--- src/rtl/axi_xbar_pkg.sv ---
// Shared AXI crossbar definitions.
// Response encodings and slave-index width used by the master-port logic.
package axi_xbar_pkg;

    localparam logic [1:0] RESP_OKAY   = 2'b00;
    localparam logic [1:0] RESP_DECERR = 2'b11;

    localparam int unsigned SLV_IDX_W = 2;

    typedef logic [SLV_IDX_W-1:0] slv_idx_t;

endpackage

--- src/rtl/ot_age_matrix.sv ---
// Age matrix for the outstanding-write table.
// older[i][j] set means entry j was allocated before entry i.
module ot_age_matrix #(
    parameter int DEPTH = 4
) (
    input  logic             clk,
    input  logic             rst_n,
    input  logic [DEPTH-1:0] set_vec,
    input  logic [DEPTH-1:0] row_val,
    input  logic [DEPTH-1:0] clr_vec,
    input  logic [DEPTH-1:0] req,
    output logic [DEPTH-1:0] sel
);

    logic [DEPTH-1:0] older [DEPTH];

    // Column clear wins over the new row so a same-cycle release never
    // leaves a stale "older" bit behind in the freshly written entry.
    always_ff @(posedge clk or negedge rst_n) begin
        if (!rst_n) begin
            for (int i = 0; i < DEPTH; i++) begin
                older[i] <= '0;
            end
        end else begin
            for (int i = 0; i < DEPTH; i++) begin
                if (set_vec[i]) begin
                    older[i] <= row_val & ~clr_vec;
                end else begin
                    older[i] <= older[i] & ~clr_vec;
                end
            end
        end
    end

    always_comb begin
        sel = '0;
        for (int i = 0; i < DEPTH; i++) begin
            sel[i] = req[i] && ((older[i] & req) == '0);
        end
    end

endmodule

--- src/rtl/axi_ot_tracker.sv ---
// Outstanding-write tracker for the AXI crossbar master port.
// Keeps same-ID writes on one slave and releases the oldest match per B.
module axi_ot_tracker
    import axi_xbar_pkg::*;
#(
    parameter  int DEPTH = 4,
    parameter  int ID_W  = 4,
    parameter  int SLV_W = SLV_IDX_W,
    localparam int CNT_W = $clog2(DEPTH + 1)
) (
    input  logic             clk,
    input  logic             rst_n,
    input  logic             alloc_valid,
    input  logic [SLV_W-1:0] alloc_slave,
    input  logic [ID_W-1:0]  alloc_id,
    input  logic             alloc_fk,
    output logic             alloc_ready,
    input  logic             rsp_fire,
    input  logic [ID_W-1:0]  rsp_id,
    output logic             rsp_hit,
    output logic [SLV_W-1:0] rsp_slave,
    output logic             rsp_fk,
    output logic             rsp_orphan,
    output logic [DEPTH-1:0] entry_valid,
    output logic [CNT_W-1:0] out_count,
    output logic             full,
    output logic             empty
);

    logic [DEPTH-1:0] vld;
    logic [DEPTH-1:0] fk_q;
    logic [ID_W-1:0]  id_q  [DEPTH];
    logic [SLV_W-1:0] slv_q [DEPTH];

    logic [DEPTH-1:0] free_vec;
    logic [DEPTH-1:0] alloc_vec;
    logic [DEPTH-1:0] set_vec;
    logic [DEPTH-1:0] cand;
    logic [DEPTH-1:0] sel;
    logic [DEPTH-1:0] rel_vec;
    logic             conflict;
    logic             alloc_go;

    assign free_vec  = ~vld;
    assign alloc_vec = free_vec & (~free_vec + DEPTH'(1));

    always_comb begin
        conflict = 1'b0;
        cand     = '0;
        for (int i = 0; i < DEPTH; i++) begin
            if (vld[i] && id_q[i] == alloc_id && slv_q[i] != alloc_slave) begin
                conflict = 1'b1;
            end
            cand[i] = vld[i] && (id_q[i] == rsp_id);
        end
    end

    assign full        = &vld;
    assign empty       = ~|vld;
    assign entry_valid = vld;
    assign alloc_ready = !full && !conflict;
    assign alloc_go    = alloc_valid && alloc_ready;
    assign set_vec     = alloc_go ? alloc_vec : '0;
    assign rel_vec     = rsp_fire ? sel : '0;

    ot_age_matrix #(
        .DEPTH (DEPTH)
    ) u_age (
        .clk     (clk),
        .rst_n   (rst_n),
        .set_vec (set_vec),
        .row_val (vld),
        .clr_vec (rel_vec),
        .req     (cand),
        .sel     (sel)
    );

    always_comb begin
        rsp_slave = '0;
        rsp_fk    = 1'b0;
        for (int i = 0; i < DEPTH; i++) begin
            if (rel_vec[i]) begin
                rsp_slave = rsp_slave | slv_q[i];
                rsp_fk    = rsp_fk | fk_q[i];
            end
        end
    end

    assign rsp_hit    = |rel_vec;
    assign rsp_orphan = rsp_fire && !rsp_hit;

    always_ff @(posedge clk or negedge rst_n) begin
        if (!rst_n) begin
            vld  <= '0;
            fk_q <= '0;
            for (int i = 0; i < DEPTH; i++) begin
                id_q[i]  <= '0;
                slv_q[i] <= '0;
            end
        end else begin
            vld <= (vld & ~rel_vec) | set_vec;
            for (int i = 0; i < DEPTH; i++) begin
                if (set_vec[i]) begin
                    id_q[i]  <= alloc_id;
                    slv_q[i] <= alloc_slave;
                    fk_q[i]  <= alloc_fk;
                end
            end
        end
    end

    always_ff @(posedge clk or negedge rst_n) begin
        if (!rst_n) begin
            out_count <= '0;
        end else begin
            unique case ({alloc_go, rsp_hit})
                2'b10:   out_count <= out_count + CNT_W'(1);
                2'b01:   out_count <= out_count - CNT_W'(1);
                default: out_count <= out_count;
            endcase
        end
    end

    always @(posedge clk) begin
        if (rst_n) begin
            assert (out_count == CNT_W'($countones(vld)))
            else $error("out_count %0d disagrees with entry_valid %b",
                        out_count, vld);
        end
    end

endmodule

--- config.mk ---
export PLATFORM = sky130hd
export DESIGN_NAME = axi_ot_tracker
export DESIGN_NICKNAME = d
export VERILOG_FILES = /design/src/rtl/axi_xbar_pkg.sv /design/src/rtl/ot_age_matrix.sv /design/src/rtl/axi_ot_tracker.sv
export SDC_FILE = /design/constraint.sdc
export NUM_CORES = 1
export LEC_CHECK = 0
export BUFFER_PORTS_ARGS = -buffer_cell sky130_fd_sc_hd__buf_2
export CORE_MARGIN = 1
export CORE_UTILIZATION = 50
export DETAILED_ROUTE_END_ITERATION = 7
export PLACE_DENSITY = 0.69
export SLEW_MARGIN = 10
export SYNTH_ARGS = -nofsm -noshare
export SYNTH_HDL_FRONTEND = slang
export SYNTH_SLANG_ARGS = --single-unit
export TNS_END_PERCENT = 10
--- constraint.sdc ---
create_clock -name clk -period 2.61 [get_ports clk]
set_input_delay 0.261 -clock clk [delete_from_list [all_inputs] [get_ports clk]]
set_output_delay 0.261 -clock clk [all_outputs]
set_load 0.02 [all_outputs]
# Yosys cells after proc, flatten, opt, wreduce, memory -nomap -nowiden
# Cells that the tools add are included.
# word_totals
output_inout_bits	15
word_cells	105
in_bits	15
register_bits	51
# classes
bitwise_logic	20
mux	19
reduce_logical	31
add_sub_neg	3
n_eq_ne	14
# ops
cell	count
$and 4x4->4	10
$eq 4x4->1	8
$mux 4	6
$logic_and 1x1->1	19
$logic_not 4->1	4
$not 4->4	3
$mux 1	8
$mux 2	4
$ne 2x2->1	4
$reduce_or 4->1	2
$or 2x2->2	3
$pmux 3 s2	1
$add 4x1->4 const B	1
$logic_not 1->1	4
$or 4x4->4	1
$reduce_and 4->1	1
$add 3x1->3 const B	1
$or 1x1->1	3
$sub 3x1->3 const B	1
$eq 2x1->1 const B	1
$eq 2x2->1 const B	1
$reduce_bool 2->1	1

# Logic depth before layout (Yosys ltp)
# depth
word_depth	13
ltp_mapped	12

# Hierarchy
# A second synthesis with hierarchy kept.
# unflattened
hier_cells	242
hier_area_um2	2763.9
# by_module_without_submodules
module	n_inst	seq_area_each_um2	cells_per_inst	area_per_inst_um2
axi_ot_tracker	1	875.8	178	2028.2
ot_age_matrix	1	400.4	64	735.7

# Worst setup path before layout
# No wires, ideal clock.
# synth_path
path_kind	register to register
startpoint	reg vld[2] (netlist: entry_valid[2])
endpoint	reg out_count[2]
setup_ps	79
slack_ps	-468
arrival_ps	2999
stages_incl_launch_ff	12
n_path_buf	1
synth_period_minus_slack_ps	3078
required_ps	2531
path_cell_list	dfrtp_1 clkbuf_1 nand2_1 or4_4 a2111oi_4 or4_1 ha_1 inv_1 fa_1 xor2_1 nor2_1 xor2_1
# synth_lines
item	line_no	text
start, declared	axi_ot_tracker.sv:30	logic [DEPTH-1:0] vld;
start signal, assigned	axi_ot_tracker.sv:101	vld <= (vld & ~rel_vec) | set_vec;
$logic_and 1x1->1 (*)	axi_ot_tracker.sv:54	cand[i] = vld[i] && (id_q[i] == rsp_id);
$and 4x4->4	ot_age_matrix.sv:38	sel[i] = req[i] && ((older[i] & req) == '0);
$logic_not 4->1	ot_age_matrix.sv:38	
$logic_and 1x1->1	ot_age_matrix.sv:38	
$mux 4 (*)	axi_ot_tracker.sv:64	assign rel_vec = rsp_fire ? sel : '0;
$reduce_or 4->1 (*)	axi_ot_tracker.sv:89	assign rsp_hit = |rel_vec;
named net rsp_hit	axi_ot_tracker.sv:20	output logic rsp_hit,
$eq 2x1->1 / $eq 2x2->1 (equally long branches)	axi_ot_tracker.sv:116	unique case ({alloc_go, rsp_hit})
$pmux 3 s2 / $reduce_bool 2->1 (equally long branches)	-	
end signal, assigned	axi_ot_tracker.sv:117	2'b10: out_count <= out_count + CNT_W'(1);
end signal, assigned	axi_ot_tracker.sv:118	2'b01: out_count <= out_count - CNT_W'(1);
end signal, assigned	axi_ot_tracker.sv:119	default: out_count <= out_count;
end, declared	axi_ot_tracker.sv:25	output logic [CNT_W-1:0] out_count,
# The timed path passes the listed nets; every way through them passes the cells marked *.
# A chain may end at the register's enable or synchronous reset.

# Worst setup path after layout
# layout_path
startpoint	reg id_q[14] (netlist name)
endpoint	out rsp_orphan
# layout_via
elab_chain_cells	9
# layout_rtl
item	line_no	text
start, declared	axi_ot_tracker.sv:32	logic [ID_W-1:0] id_q [DEPTH];
start signal, assigned by index	axi_ot_tracker.sv:104	id_q[i] <= alloc_id;
$eq 4x4->1 (*)	axi_ot_tracker.sv:54	
$logic_and 1x1->1 (*)	axi_ot_tracker.sv:54	
$and 4x4->4	ot_age_matrix.sv:38	
$logic_not 4->1	ot_age_matrix.sv:38	
$logic_and 1x1->1	ot_age_matrix.sv:38	
$mux 4 (*)	axi_ot_tracker.sv:64	
$reduce_or 4->1 (*)	axi_ot_tracker.sv:89	
$logic_not 1->1 (*)	axi_ot_tracker.sv:90	assign rsp_orphan = rsp_fire && !rsp_hit;
$logic_and 1x1->1 (*)	axi_ot_tracker.sv:90	
end, declared	axi_ot_tracker.sv:23	output logic rsp_orphan,
# Every way passes the cells marked *; elsewhere a longest branch is shown, timed or not.

==> results summary <==
The number of buffers added by the clock tree synthesis step came out at 5. Summed over all instances, the cell type with the most area after synthesis is sky130_fd_sc_hd__dfrtp_1. The total track usage is 24.4%.

The ratio of final minimum period to clock period is 102%. The post-route cell area is 3620 µm². Buffers inserted to repair hold after CTS numbered 0.

Yosys attributes the largest share of cell area to sky130_fd_sc_hd__dfrtp_1 (44%), sky130_fd_sc_hd__xnor2_1 (5.7%), sky130_fd_sc_hd__mux2_4 (5.7%). The pin slew with the least headroom to its limit is 0.655 ns. Data on the critical path arrives at its endpoint at 2.39 ns. The total count of max-transition violations in the final report is 0.

The final reports fail on setup timing. Summed over all layers, the routed wires come to 6850 µm. In this run the vertical extent of the chip is 78.4 µm.

Between clock sinks in the finished design, the worst skew comes to 0.00771 ns. The number of nets with antenna violations after routing came out at 0. After Yosys synthesis, and, or, nand and nor cells account for 13.3% of the synthesized area. The share of total power in sequential cells came out at 34.2%. The power per cell area came out at 1200 nW/µm². The repair_antennas step left the layout with diodes totalling 0. At the end of routability-driven placement, the weighted congestion stood at 0.827. The kind of end point of the critical path is a primary output.

In this run the critical register-to-register path is captured at out_count[2]$_DFFE_PN0P_. For the final routed database, the setup TNS stands at -0.0788 ns. The number of violations reported at the end of detailed-routing iteration 0 is 140. The number of port buffers is 29. The relative max-transition margin is 56.3%. The number of cells on the worst reg-to-reg path is 11. The number of antenna violations at the first check in global routing is 0. STA classifies the critical path startpoint as a flop. The total overflow left after global routing is 0. The share of synthesized cell area in full adder, half adder and majority cells is 1.12%. VDD sags by at most 0.521 mV.

The H-tree depth came out at 2. The count of placed standard cells in the final layout, fillers left out is 396. The number of inserted filler cells in the final layout is 438. The critical setup path kind is flop to primary output.

The starting utilization of the core area is 52.3%. The average size of a mapped cell came out at 11.4 µm². The area of the core region came out at 5570 µm². TritonCTS built the clock tree. The worst register-to-register path begins at id_q[1]$_DFFE_PN0P_.

The number of placed I/O pins is 30. The ratio of routed vias to standard cells came out at 5.34. After layout, the worst setup slack is -0.0459 ns. The internal power of the cells totals 2720 µW. The placement-stage cell area is 3400 µm². The number of cell rows came out at 27. The DRC violation count after routing is 0. The final critical path time including I/O delays and setup came out at 2.66 ns. The top cell type by area accounts for 43.8% of the synthesized area. The setup slack of the most critical reg-to-reg path is -0.03 ns.

The cell total after placement came out at 383. The clock share of power came out at 15.1%. The async set or reset register ratio after synthesis came out at 100%. The complex-gate fraction of the synthesized area came out at 9.14%. The number of synthesized flops with an enable pin came out at 0. The commonest cells after synthesis are sky130_fd_sc_hd__dfrtp_1 (51), sky130_fd_sc_hd__nor2_1 (19), sky130_fd_sc_hd__xnor2_1 (19), sky130_fd_sc_hd__xor2_1 (18), sky130_fd_sc_hd__inv_1 (15). The pre-antenna-repair detailed-routing pass consisted of 4 iterations. The cell with the most instances after synthesis is sky130_fd_sc_hd__dfrtp_1. The cell area after technology mapping is 2920 µm². The maximum frequency from static timing analysis came out at 377 MHz. The parity-gate share of the synthesized area counting xor and xnor cells is 12.8%. The post-synthesis net count is 272. The tightest min-delay check is of the input pin to async pin type. From left edge to right edge, the die measures 78.4 µm. The count of final setup violators came out at 2.

The largest fanout on the critical path is 3. For this run, the number of Yosys warnings is 0. The flop and latch count out of synthesis came out at 51. The final design utilization came out at 65.0%. The die covers 6140 µm². After synthesis, the largest family of logic cells by area is multiplexers.

Counting distinct cell types in the post-synthesis netlist gives 48. The net switching power came out at 1610 µW. The number of buffers on the longest clock path is 2.

The number of global-route vias before repair is 2189. The total area of sequential cells came out at 1280 µm². The run finished, with violations left. The number of violations of the max-capacitance limit came out at 0. The share of cell area taken by muxes after synthesis is 13.9%. Dividing the detail-routed wire length by the instance count gives 17.3 µm. The number of sinks on the clock net is 51.

The final-stage net count came out at 340. The wire length of the first global-routing pass is 11200 µm. The gate count after technology mapping came out at 255. Entering global routing, the biggest net connects 52 pins.

The fraction of final layout cells with drive strength greater than 1 came out at 43.5%. The total number of vias came out at 2116. For this run, the register share of the synthesized area comes to 43.8%. The worst-skew pair later-pin latency is 0.32 ns.

The leakage dissipation is 0.00169 µW. The number of endpoints with negative hold slack in the final report came out at 0. The clock transition at the registers of the reported paths came out at 0.09 ns. In the synthesized netlist the dominant register cell turns out to be sky130_fd_sc_hd__dfrtp_1.

The half-perimeter wire length after detailed placement came out at 4990 µm. The switching power as a share of total power is 37.3%. The required time of the worst setup path came out at 2.35 ns.

Setup repair after global routing could not meet its margin everywhere. From synthesis to final layout, the design area changed by 24.3%. The combinational fraction of design power is 50.8%. The source of the critical timing path is id_q[14]$_DFFE_PN0P_. The area of the multi-input gates came out at 1550 µm². The root buffer cell is sky130_fd_sc_hd__clkbuf_8.
-- worst max-delay path, stage by stage (launching register included) --
cell	delay [ns]
sky130_fd_sc_hd__dfrtp_1	0.40
sky130_fd_sc_hd__xor2_1	0.17
sky130_fd_sc_hd__nor3_2	0.25
sky130_fd_sc_hd__and3_4	0.26
sky130_fd_sc_hd__a2111oi_4	0.07
sky130_fd_sc_hd__or4_4	0.58
sky130_fd_sc_hd__buf_6	0.15
sky130_fd_sc_hd__nor2_4	0.08
sky130_fd_sc_hd__buf_6	0.12
-- cells by family after synthesis --
family | Yosys count
DFF | 51
muxes | 33
buffers and inverters | 31
adders and majority gates | 2
AOI/OAI and AO/OA | 29
xor gates and xnor gates | 40
and+or+nand+nor | 69
-- registers in the layout, indices dropped and copies added, names as in the netlist --
signal / cells
entry_valid: 4
fk_q: 4
id_q: 16
out_count: 3
slv_q: 8
u_age.older: 16
-- layout by cell type (no fill, tap or decap), drive strengths merged, types with 2 or more instances in the layout --
cell type	count
buf	76
dfrtp	51
mux2	26
xnor2	22
nor2	19
xor2	18
inv	16
nand3	12
nand2	10
mux2i	7
nor3	7
a22oi	6
clkbuf	6
nand4	5
a2111oi	5
o21ai	4
a211oi	3
or4	3
and4	3
o21ba	3
a21o	2
o22ai	2
and2	2
a21oi	2
nor2b	2
bufinv	2
and3	2
-- worst max path at each step --
stage,end,slack (ns)
final,rsp_orphan,-0.05
after global routing,out_count[2]$_DFFE_PN0P_,-0.20
after CTS,out_count[2]$_DFFE_PN0P_,-0.07
after detailed placement,out_count[2]$_DFFE_PN0P_,-0.11
after global placement,out_count[2]$_DFFE_PN0P_,-0.06
after floorplan,out_count[2]$_DFFE_PN0P_,-0.17
-- power by group through the flow --
stage                     clock network (µW)  registers [µW]  logic (µW)
after floorplan                            0            1490        1360
after global placement                     0            1470        2030
after detailed placement                   0            1490        2080
after CTS                                661            1480        2130
after global routing                     685            1530        2380
final                                    652            1480        2200
-- area by class of cell --
type / instances / area share (%)
Clock buffer: 6 / 2.00
Clock inverter: 2 / 1.66
Inverter: 16 / 1.66
Multi-Input combinational cell: 173 / 42.7
Sequential cell: 51 / 35.3
Tap cell: 72 / 2.49
Timing Repair Buffer: 76 / 14.3
-- repair_timing --
item | CTS | global route
cloned | 0 | 0
pin swaps | 7 | 13
buffers inserted | 0 | 5
endpoints found under the setup margin | 5 | 7
resized for setup | 12 | 5
-- routing by layer --
layer / share of wire [%] / global-route usage (%)
met1: 48 / 33.8
met2: 47 / 38.7
met3: 3.9 / 4.19
met4: 1.4 / 8.33
met5: 0 / 0
-- metrics by stage --
step	hold WS [ns]	total power, µW	setup WS [ns]
2_1_floorplan	-0.0346	2850	-0.173
3_3_place_gp	0.416	3500	-0.0561
3_5_place_dp	0.416	3570	-0.107
4_1_cts	0.0770	4260	-0.0691
5_1_grt	0.125	4590	-0.203
6_report	0.0482	4330	-0.0459
No activity file was read; power rests on OpenSTA's default activity.
